[config.mk]
export PLATFORM = sky130hd
export DESIGN_NAME = multi_btn_debounce
export DESIGN_NICKNAME = d
export VERILOG_FILES = /design/src/rtl/multi_btn_debounce.sv
export SDC_FILE = /design/constraint.sdc
export NUM_CORES = 1
export LEC_CHECK = 0
export BUFFER_PORTS_ARGS = -buffer_cell sky130_fd_sc_hd__buf_2
export CORE_ASPECT_RATIO = 1.5
export CORE_MARGIN = 10
export CORE_UTILIZATION = 30
export DETAILED_ROUTE_END_ITERATION = 12
export GPL_ROUTABILITY_DRIVEN = 0
export PLACE_DENSITY_LB_ADDON = 0.25
export RECOVER_POWER = 100
export SLEW_MARGIN = 10
export SYNTH_ARGS = -nofsm -noshare
export SYNTH_HDL_FRONTEND = slang
export SYNTH_SLANG_ARGS = --single-unit
[constraint.sdc]
create_clock -name clk -period 4.05 [get_ports clk]
set_clock_uncertainty 0.15 [all_clocks]
set_input_delay 0.6075 -clock clk [delete_from_list [all_inputs] [get_ports clk]]
set_output_delay 0.6075 -clock clk [all_outputs]
set_load 0.02 [all_outputs]
[src/rtl/multi_btn_debounce.sv]
// Multi-channel button debouncer: 2-flop sync, shared sample tick, STABLE_N-deep history per channel.
// Optional long-press detection is enabled by defining DEBOUNCE_LONG_PRESS_EN.
module multi_btn_debounce #(
  parameter int unsigned N_CH       = 4,
  parameter int unsigned TICK_DIV   = 100_000,
  parameter int unsigned STABLE_N   = 8,
  parameter int unsigned LONG_TICKS = 1000
) (
  input  logic            clk,
  input  logic            rst_n,
  input  logic [N_CH-1:0] i_btn,
  output logic [N_CH-1:0] o_level,
  output logic [N_CH-1:0] o_rise,
  output logic [N_CH-1:0] o_fall,
  output logic [N_CH-1:0] o_long
);

  localparam int unsigned CntW = (TICK_DIV > 1) ? $clog2(TICK_DIV) : 1;
  localparam logic [CntW-1:0] CntMax = CntW'(TICK_DIV - 1);

  logic [N_CH-1:0]                sync1_q, sync2_q;
  logic [CntW-1:0]                cnt_q, cnt_d;
  logic                           tick;
  logic [N_CH-1:0][STABLE_N-1:0]  hist_q, hist_d;
  logic [N_CH-1:0]                level_q, level_d;
  logic [N_CH-1:0]                rise_q, rise_d;
  logic [N_CH-1:0]                fall_q, fall_d;

  always_comb begin
    tick  = (cnt_q == CntMax);
    cnt_d = tick ? '0 : cnt_q + 1'b1;
  end

  // Level only moves when the freshly shifted history is unanimous.
  always_comb begin
    hist_d  = hist_q;
    level_d = level_q;
    rise_d  = '0;
    fall_d  = '0;
    if (tick) begin
      for (int i = 0; i < int'(N_CH); i++) begin
        hist_d[i] = {hist_q[i][STABLE_N-2:0], sync2_q[i]};
        if ((&hist_d[i]) && !level_q[i]) begin
          level_d[i] = 1'b1;
          rise_d[i]  = 1'b1;
        end else if (!(|hist_d[i]) && level_q[i]) begin
          level_d[i] = 1'b0;
          fall_d[i]  = 1'b1;
        end
      end
    end
  end

  always_ff @(posedge clk or negedge rst_n) begin
    if (!rst_n) begin
      sync1_q <= '0;
      sync2_q <= '0;
      cnt_q   <= '0;
      hist_q  <= '0;
      level_q <= '0;
      rise_q  <= '0;
      fall_q  <= '0;
    end else begin
      sync1_q <= i_btn;
      sync2_q <= sync1_q;
      cnt_q   <= cnt_d;
      hist_q  <= hist_d;
      level_q <= level_d;
      rise_q  <= rise_d;
      fall_q  <= fall_d;
    end
  end

  assign o_level = level_q;
  assign o_rise  = rise_q;
  assign o_fall  = fall_q;

`ifdef DEBOUNCE_LONG_PRESS_EN
  localparam int unsigned HoldW = $clog2(LONG_TICKS + 1);
  localparam logic [HoldW-1:0] HoldMax = HoldW'(LONG_TICKS);

  logic [N_CH-1:0][HoldW-1:0] hold_q, hold_d;
  logic [N_CH-1:0]            long_q, long_d;

  // Counter saturates at LONG_TICKS so the pulse fires once; it re-arms when level drops.
  always_comb begin
    hold_d = hold_q;
    long_d = '0;
    for (int i = 0; i < int'(N_CH); i++) begin
      if (!level_q[i]) begin
        hold_d[i] = '0;
      end else if (tick && (hold_q[i] != HoldMax)) begin
        hold_d[i] = hold_q[i] + 1'b1;
        long_d[i] = (hold_d[i] == HoldMax);
      end
    end
  end

  always_ff @(posedge clk or negedge rst_n) begin
    if (!rst_n) begin
      hold_q <= '0;
      long_q <= '0;
    end else begin
      hold_q <= hold_d;
      long_q <= long_d;
    end
  end

  assign o_long = long_q;
`else
  assign o_long = '0;
`endif

endmodule
==> reports/qor.txt <==
Detailed-placement wirelength estimate - 3.41 mm
Max-Cap Viols - 0
Setup fix buffers added after clock tree synthesis - 0
Proportion of netlist area held by the largest area contributor - 0.607
Min cycle time layout - 2.79 ns
Horizontal die dimension - 97.2 µm
Post-cts repair resize count - 0
DR iter-0 viols - 85
Most frequent cells after synthesis - nand2_1, dfrtp_1, nor2_1
Post-Synthesis Cells - 256
Fin nets - 285
Worst Path Required - 4.15 ns
TritonCTS buffer count - 9
Via count of the first global-routing pass - 1933
Flop and latch count out of synthesis - 65
Clock buffer depth - 2
Starting utilization of the core area - 0.306
Core area - 8780 µm²
Root buffer cell - clkbuf_16
Maximum frequency from static timing analysis - 0.359 GHz
Hold EP - sync2_q[3]
Final Hold Vio Count - 0
Area growth from synthesis to layout - 15.4%
FP Rows - 42
Final period util - 0.689
Cell Area, Synth - 2680 µm²
Post-synthesis cell type with the largest combined area - dfrtp_1
Post-detailed-route via-to-cell ratio - 4.57
Post-route setup TNS - 0 ns
Post-DRT Antenna Nets - 0
Power per Cell Area - 460 nW/µm²
Count of input and output buffers - 17
Class of the most critical setup path - reg -> reg
Slew HR - 0.133
Number of DRC violations after detailed routing - 0
Finish-stage setup viols - 0
Number of I/O pins - 22
Sequential fraction of the synthesis area - 0.607
Result of the run - finished clean
Reg-to-reg endpoint - cnt_q[15]
Largest net degree at the start of global routing - 43
Global router's overall resource usage - 0.0826
Die Outline Area - 13200 µm²
Worst-margin pin slew - 1.30 ns
Hold Buf Count CTS - 0
Cell with the most instances after synthesis - nand2_1
Clock tree from TritonCTS - done
Layout cell share with drive strength beyond 1 - 0.0707
Startpoint class of the critical path - register
Worst Setup End Kind - register
Clock transition at path regs - 0.05 ns
Smallest hold slack - 0.195 ns
Top fanout value on the critical path - 18
Worst skew pair latency - 0.33 ns
Initial antenna violation count - 0
Number of pins exceeding their max-slew limit in the final report - 0
Total grt overflow - 0
Placed cells - 377
Largest voltage drop on the vdd net - 0.000225 V
Hold/Removal Path Class - reg -> reg
Via Count - 1797
Final WL - 4.97 mm
Final instance count without filler cells - 393
Startpoint of the lowest-slack hold path - sync1_q[3]
Count of cells along the worst hold path - 0
Post-synthesis average cell area - 10.5 µm²
Static Leakage - 0.00149 µW
Tot Pwr - 1420 µW
Die Ht - 136 µm
Launching point of the worst reg2reg path - cnt_q[0]
R2R setup slack - 1.26 ns
Dominant cells by area after synthesis - dfrtp_1, nand2_1, nand4b_1
Wire per inst - 12.6 µm
Detailed-routing iteration count for the pre-antenna-repair pass - 4
Setup repair after global routing missed its margin - no
H-tree depth reported by CTS - 3
Number of distinct library cells after synthesis - 29
Antenna diode instance count - 0
Clk sinks - 65
Number of enable-type register cells in the synthesized netlist - 0
Fraction of registers with async set or reset after synthesis - 1.00
Number of cells on the worst reg-to-reg path - 6
Arrival time of the worst setup path - 2.88 ns
Ys Warns - 0
Synth Flop Type - dfrtp_1
First-pass GRT wire length - 8.85 mm
## registers in the layout (all words and copies together) (netlist names)
| name | flops |
|---|---|
| sync2_q | 4 |
| o_rise | 4 |
| sync1_q | 4 |
| o_level | 4 |
| o_fall | 4 |
| cnt_q | 17 |
| hist_q | 28 |
## power by group
part	leakage, µW	internal, µW	switching, µW
logic	0.000476	2.47	16.5
registers	0.000875	655	2.18
clock network	0.000144	491	257
total	0.00149	1150	275
## worst max-delay path, stage by stage (launching register included)
cell and delay, ns:
dfrtp_1 0.40, ha_1 0.25, and4_1 0.28, nand4_1 0.56
clkbuf_1 0.64, inv_1 0.24, a21oi_1 0.17
## per-layer routing
| metal | GRT usage | wire length [µm] | vias up |
|---|---|---|---|
| met5 | 0 | 0 | - |
| met4 | 0.0567 | 136 | 0 |
| met3 | 0.0291 | 205 | 12 |
| met2 | 0.142 | 2530 | 27 |
| met1 | 0.0819 | 2100 | 867 |
| li1 | - | - | 891 |
## metrics by stage
stage	cell area (µm²)	util	setup slack [ns]
floorplan	2690	-	2.29
finish	3100	0.353	1.26
global route	3100	0.353	1.00
detailed placement	2870	0.327	1.43
global placement	2870	0.327	1.52
CTS	3160	0.360	1.43
## worst max path at each step
stage | endpoint | slack (ns) | cells past startpoint | startpoint
after CTS | cnt_q[15] | 1.43 | 6 | cnt_q[0]
final | cnt_q[15] | 1.26 | 6 | cnt_q[0]
after floorplan | hist_q[11] | 2.29 | 7 | cnt_q[0]
after global placement | o_level[1] | 1.52 | 6 | cnt_q[0]
after global routing | cnt_q[15] | 1.0 | 6 | cnt_q[0]
after detailed placement | o_level[1] | 1.43 | 6 | cnt_q[0]
## final cells by class
class                      instances  area (µm²)
fill                             868        5680
sequential                        65        1630
multi-input combinational        181         956
timing repair buffer              19        77.6
inverter                           2        7.51
clock inverter                     3        40.0
clock buffer                      13         250
tap                              110         138
## cells by family (layout without fill, tap and decap cells)
group           Yosys count  in the layout  synth area share
flops                    65             65             0.607
buf+inv                  13             37            0.0261
fa+ha+maj                 1              1           0.00467
xor+xnor                 13             13            0.0425
simple gates            155            155             0.301
compound gates            8              8            0.0177
other cells               1              4           0.00140
## cells in the final DEF, fill, tap and decap left out
cell	instances
nand2_1	92
dfrtp_1	65
clkbuf_1	17
nor2_1	11
nand3_1	9
clkbuf_16	9
nand4b_1	8
nor4_1	8
xor2_1	8
and4_1	5
nand4_1	5
nor3_1	5
xnor2_1	5
o21ai_0	4
nand2b_1	4
conb_1	4
buf_2	4
and2_1	3
nor4b_4	2
o31ai_1	2
inv_1	2
clkinv_2	2
and4b_1	1
or4_1	1
a21oi_1	1
and3_1	1
o211ai_1	1
ha_1	1
clkbuf_8	1
bufinv_16	1
clkbuf_2	1
No activity file was read; power rests on OpenSTA's default activity.
